`config.mk`:
```
export PLATFORM = sky130hd
export DESIGN_NAME = load_store_unit
export DESIGN_NICKNAME = d
export VERILOG_FILES = /design/src/rtl/load_store_unit_pkg.sv /design/src/rtl/lsu_align.sv /design/src/rtl/load_store_unit.sv
export SDC_FILE = /design/constraint.sdc
export NUM_CORES = 1
export LEC_CHECK = 0
export CORE_MARGIN = 2
export CORE_UTILIZATION = 30
export DETAILED_ROUTE_END_ITERATION = 7
export PLACE_DENSITY = 0.59
export SLEW_MARGIN = 20
export SYNTH_ARGS = -nofsm -noshare
export SYNTH_HDL_FRONTEND = slang
export SYNTH_HIERARCHICAL = 1
export SYNTH_SLANG_ARGS = --single-unit
```
`constraint.sdc`:
```
create_clock -name clk -period 8.5 [get_ports clk]
set_input_delay 1.275 -clock clk [delete_from_list [all_inputs] [get_ports clk]]
set_output_delay 1.275 -clock clk [all_outputs]
set_load 0.01 [all_outputs]
```
`src/rtl/load_store_unit_pkg.sv`:
```
// rtl/load_store_unit_pkg.sv - shared load/store encodings, outport address and LSU state type
package load_store_unit_pkg;

    typedef enum logic [2:0] {
        BYTE   = 3'b000,
        HALF   = 3'b001,
        WORD   = 3'b010,
        BYTE_U = 3'b100,
        HALF_U = 3'b101
    } funct3_t;

    localparam logic [31:0] OUTPORT_ADDR = 32'h0000_FFFC;
    localparam logic [29:0] OUTPORT_WORD = OUTPORT_ADDR[31:2];

    typedef enum logic [1:0] {
        IDLE,
        REQ,
        WAIT,
        RESP
    } lsu_state_t;

endpackage

```
`src/rtl/lsu_align.sv`:
```
// rtl/lsu_align.sv - byte-lane enables, store replication, load extraction/extension and fault check
module lsu_align
    import load_store_unit_pkg::*;
(
    input  logic [2:0]  funct3,
    input  logic [1:0]  lane,
    input  logic [31:0] wdata,
    input  logic [31:0] raw,
    output logic [3:0]  be,
    output logic [31:0] wdata_sh,
    output logic [31:0] rdata,
    output logic        fault
);

    logic [31:0] shifted;

    always_comb begin
        be       = 4'b0000;
        wdata_sh = wdata;
        rdata    = 32'h0;
        fault    = 1'b0;
        shifted  = raw >> {lane, 3'b000};
        case (funct3)
            BYTE, BYTE_U: begin
                be       = 4'b0001 << lane;
                wdata_sh = {4{wdata[7:0]}};
                rdata    = (funct3 == BYTE) ? {{24{shifted[7]}}, shifted[7:0]}
                                            : {24'h0, shifted[7:0]};
            end
            HALF, HALF_U: begin
                be       = 4'b0011 << lane;
                wdata_sh = {2{wdata[15:0]}};
                rdata    = (funct3 == HALF) ? {{16{shifted[15]}}, shifted[15:0]}
                                            : {16'h0, shifted[15:0]};
                fault    = lane[0];
            end
            WORD: begin
                be    = 4'b1111;
                rdata = raw;
                fault = (lane != 2'b00);
            end
            default: fault = 1'b1;
        endcase
    end

endmodule

```
`src/rtl/load_store_unit.sv`:
```
// rtl/load_store_unit.sv - memory stage: req/gnt/rvalid data port sequencing plus the outport register
module load_store_unit
    import load_store_unit_pkg::*;
#(
    parameter int          ADDR_W      = 32,
    parameter logic [31:0] OUTPORT_RST = 32'h0
) (
    input  logic              clk,
    input  logic              rst,
    input  logic              req_valid,
    output logic              req_ready,
    input  logic              req_is_store,
    input  logic [2:0]        req_funct3,
    input  logic [ADDR_W-1:0] req_addr,
    input  logic [31:0]       req_wdata,
    output logic              rsp_valid,
    output logic [31:0]       rsp_rdata,
    output logic              rsp_misaligned,
    output logic              mem_req,
    output logic              mem_we,
    output logic [3:0]        mem_be,
    output logic [ADDR_W-1:0] mem_addr,
    output logic [31:0]       mem_wdata,
    input  logic              mem_gnt,
    input  logic              mem_rvalid,
    input  logic [31:0]       mem_rdata,
    output logic [31:0]       outport
);

    lsu_state_t  state, state_nxt;
    logic [2:0]  funct3_q;
    logic [1:0]  lane_q;
    logic [2:0]  al_funct3;
    logic [1:0]  al_lane;
    logic [31:0] al_raw;
    logic [3:0]  al_be;
    logic [31:0] al_wdata;
    logic [31:0] al_rdata;
    logic        al_fault;
    logic        accept;
    logic        fault;
    logic        is_out;

    // One aligner serves both the accept cycle (live request, outport as read source)
    // and the WAIT cycle (latched funct3/lane, memory word as read source).
    assign al_funct3 = (state == IDLE) ? req_funct3    : funct3_q;
    assign al_lane   = (state == IDLE) ? req_addr[1:0] : lane_q;
    assign al_raw    = (state == IDLE) ? outport       : mem_rdata;

    lsu_align u_align (
        .funct3   (al_funct3),
        .lane     (al_lane),
        .wdata    (req_wdata),
        .raw      (al_raw),
        .be       (al_be),
        .wdata_sh (al_wdata),
        .rdata    (al_rdata),
        .fault    (al_fault)
    );

    assign accept = req_valid && req_ready;
    assign fault  = al_fault || (req_is_store && (req_funct3 == BYTE_U || req_funct3 == HALF_U));
    assign is_out = (req_addr[ADDR_W-1:2] == OUTPORT_WORD[ADDR_W-3:0]);

    always_ff @(posedge clk) begin
        if (rst) state <= IDLE;
        else     state <= state_nxt;
    end

    always_comb begin
        state_nxt = state;
        case (state)
            IDLE:    if (accept) state_nxt = (fault || is_out) ? RESP : REQ;
            REQ:     if (mem_gnt) state_nxt = mem_we ? RESP : WAIT;
            WAIT:    if (mem_rvalid) state_nxt = RESP;
            RESP:    state_nxt = IDLE;
            default: state_nxt = IDLE;
        endcase
    end

    always_comb begin
        req_ready = 1'b0;
        mem_req   = 1'b0;
        rsp_valid = 1'b0;
        case (state)
            IDLE:    req_ready = 1'b1;
            REQ:     mem_req   = 1'b1;
            RESP:    rsp_valid = 1'b1;
            default: ;
        endcase
    end

    // Response fields only change on the edge that enters RESP so they hold in between.
    always_ff @(posedge clk) begin
        if (rst) begin
            funct3_q       <= 3'b000;
            lane_q         <= 2'b00;
            mem_we         <= 1'b0;
            mem_be         <= 4'b0000;
            mem_addr       <= '0;
            mem_wdata      <= 32'h0;
            rsp_rdata      <= 32'h0;
            rsp_misaligned <= 1'b0;
            outport        <= OUTPORT_RST;
        end else begin
            case (state)
                IDLE: if (accept) begin
                    funct3_q  <= req_funct3;
                    lane_q    <= req_addr[1:0];
                    mem_addr  <= {req_addr[ADDR_W-1:2], 2'b00};
                    mem_we    <= req_is_store;
                    mem_be    <= al_be;
                    mem_wdata <= al_wdata;
                    if (fault) begin
                        rsp_rdata      <= 32'h0;
                        rsp_misaligned <= 1'b1;
                    end else if (is_out) begin
                        rsp_misaligned <= 1'b0;
                        rsp_rdata      <= req_is_store ? 32'h0 : al_rdata;
                        if (req_is_store) begin
                            for (int i = 0; i < 4; i++) begin
                                if (al_be[i]) outport[8*i +: 8] <= al_wdata[8*i +: 8];
                            end
                        end
                    end
                end
                REQ: if (mem_gnt && mem_we) begin
                    rsp_rdata      <= 32'h0;
                    rsp_misaligned <= 1'b0;
                end
                WAIT: if (mem_rvalid) begin
                    rsp_rdata      <= al_rdata;
                    rsp_misaligned <= 1'b0;
                end
                default: ;
            endcase
        end
    end

endmodule
```
==> results.json <==
{
  "vias": 7146,
  "ys_types": 50,
  "drt-initial-drc-count": 528,
  "hold_viol": 0,
  "post-route-period-util_pct": 51.3,
  "cts_hold_buf": 0,
  "coreArea_um2": 23600,
  "yosys.area.top_type": "dfxtp_1",
  "use_met1_pct": 27.1,
  "grt_start_max_net_pins": 106,
  "wl_per_cell_um": 19.2,
  "fin_skew_ns": 0.00998,
  "synthXorXnorAreaFrac_pct": 0,
  "ys.flop_type": "dfxtp_1",
  "antenna_left": 0,
  "whs_ns": 0.451,
  "num_rows": 56,
  "slew_headroom_pct": 29.3,
  "ios": 242,
  "synth_seq_cells": 139,
  "drv_slew": 0,
  "peakVddDrop_mv": 0.177,
  "cts_max_level": 4,
  "antenna_found_initial": 1,
  "status": "finished, final reports clean",
  "die_h_um": 159,
  "drt-pass1-iter-count": 5,
  "grt.total_usage_pct": 20.6,
  "drc": 0,
  "drive_above_1_share_pct": 12.4,
  "clockRootBuffer": "clkbuf_16",
  "clock_path_buffers": 2,
  "p_per_area_nw_per_um2": 293,
  "syn_inst": 883,
  "cp_max_fo": 18,
  "finalWirelength_um": 26600,
  "syn_to_final_growth_pct": 42.2,
  "cts_buffers": 17,
  "numPortBuffers": 239,
  "worstSetupPathType": "input port to flop",
  "required_ns": 8.79,
  "worst_slew_pin_slew_ns": 1.06,
  "avgViaCountPerCell": 5.14,
  "yosys_warnings": 6,
  "postSynthAreaPerCell_um2": 8.21,
  "post-dp-hpwl_um": 19200,
  "grt_overflow": 0,
  "max_freq_mhz": 229,
  "die_w_um": 159,
  "p_leak_nw": 3.79,
  "busiest_layer": "met2",
  "synth_area_leaders": "dfxtp_1 (38%), mux2_2 (9.3%), nand2_1 (8.2%)",
  "place_congestion": 0.888,
  "synth_top_area_share_pct": 38.4,
  "cap_violations": 0,
  "ys_async_sr_fraction_pct": 0,
  "synth-simple-area-share_pct": 17.2,
  "final_nets": 1166,
  "cp-end-kind": "flop",
  "dp.cells": 1357,
  "grt_pass1_vias": 6906,
  "use_met2_pct": 32.4,
  "synth_edf_count": 0,
  "synth_adder_area_share_pct": 0.690,
  "yosysSeqAreaShare_pct": 38.4,
  "worstHoldPathType": "flop to flop",
  "path_clk_slew_ns": 0.06,
  "tns_ns": 0,
  "synthMuxAreaShare_pct": 11.5,
  "cts_tree": "built",
  "rsz0062_at_grt": "no",
  "startpoint_type": "input port",
  "diodes": 0,
  "cts.repair.resized": 0,
  "grt_pass1_wl_um": 40800,
  "clk_latency_ns": 0.43,
  "dieArea_um2": 25400,
  "cts_sinks": 139,
  "grtUsageMet3_pct": 6.75,
  "fin_cells": 1389,
  "worst_ep_arrival_time_ns": 4.65,
  "rr_worst_depth": 10,
  "synth_compound_area_share_pct": 24.1,
  "hold_depth": 2,
  "netlist_area_um2": 7250,
  "synth_top_family_by_area": "compound AO/OA/AOI/OAI gates",
  "period_minus_slack_ns": 4.36,
  "cts_setup_buffers": 0,
  "setup_viol": 0,
  "start_util_pct": 30.7
}
## per-layer routing
layer,up-vias,part of all wire [%]
li1,3474,-
met1,3369,45
met2,268,45
met3,33,8.0
met4,2,1.7
met5,-,0.049
## per-stage QoR
stage	util (%)	instance area [µm²]	total power [mW]	setup WS, ns
final	43.7	10300	3.02	4.14
after global routing	43.7	10300	3.19	3.78
after CTS	43.6	10300	3.02	4.27
after detailed placement	41.0	9680	2.22	3.83
after global placement	41.0	9670	2.22	3.94
after floorplan	-	7250	1.76	5.18
## where the power goes
group          internal, mW  leakage [nW]  switching (mW)
clock network         0.481         0.294           0.317
registers             0.733          1.13          0.0427
logic                 0.557          2.36           0.887
## synth_stat cells (2+ instances only)
cell type and number:
and2_1 2, a22o_1 7, o21ai_0 43, nand2_1 159, buf_2 19, nor2_1 7
buf_4 13, a221o_1 7, nand4_1 39, nor3_1 2, or3_1 2, o41ai_1 28
dfxtp_1 139, nor3_4 2, a221oi_1 2, mux4_2 2, inv_1 38, nor2b_1 34
buf_6 3, o2bb2ai_1 8, a21o_1 4, nand2b_1 2, a22oi_1 7, ha_1 4
nor4_1 4, mux2_2 60, o21ai_1 33, o31ai_1 2, buf_1 8, mux2i_1 11
clkbuf_1 48, a21o_2 13, o41ai_2 4, a21oi_1 111
## cell usage in the layout, fill, tap and decap left out, types with 8 or more instances in the layout
cell and count:
clkbuf_16 17, mux2i_1 11, a21o_2 13, mux2_2 60, dfxtp_1 139, nand2_1 158
a21oi_1 111, o21ai_1 33, o41ai_1 28, nand4_1 39, nor2b_1 34, clkdlybuf4s50_1 238
o2bb2ai_1 8, inv_1 38, o21ai_0 43
## cells by family (layout without fill, tap and decap cells)
kind of cell	after synthesis	after routing
AOI/OAI and AO/OA	276	276
and+or+nand+nor	259	259
DFF	139	139
buffers and inverters	131	317
muxes	73	73
adders and majority gates	4	4
other	1	2
## path summary, 6_finish.rpt
kind	slack [ns]	start	end
max	4.14	req_addr[0]	outport[16]$_SDFFE_PP0P_
min	0.45	mem_addr[16]$_SDFFE_PP0P_	mem_addr[16]$_SDFFE_PP0P_
max reg2reg	4.62	state[0]$_SDFFE_PP0P_	outport[14]$_SDFFE_PP0P_
min reg2reg	0.45	mem_addr[16]$_SDFFE_PP0P_	mem_addr[16]$_SDFFE_PP0P_
## critical path, cell delays in order
cell,delay [ns]
clkdlybuf4s50_1,0.54
mux2_2,0.47
nor2b_1,0.88
a21oi_1,0.15
o21ai_0,0.26
nand4_1,0.57
o21ai_0,0.38
o41ai_1,0.11
## registers in the layout, indices dropped and copies added, names as in the netlist
name and count:
funct3_q 3, lane_q 2, mem_addr 30, mem_be 4, mem_wdata 32, mem_we 1
outport 32, rsp_misaligned 1, rsp_rdata 32, state 2
## cell type report
class                      instances  area, µm²
tap                              319        399
timing repair buffer             246       2450
fill                            2383      13300
inverter                          39        148
clock inverter                    12        161
sequential                       139       2780
clock buffer                      20        457
multi-input combinational        614       3910
Note: power is estimated with default switching activity, not from simulation.
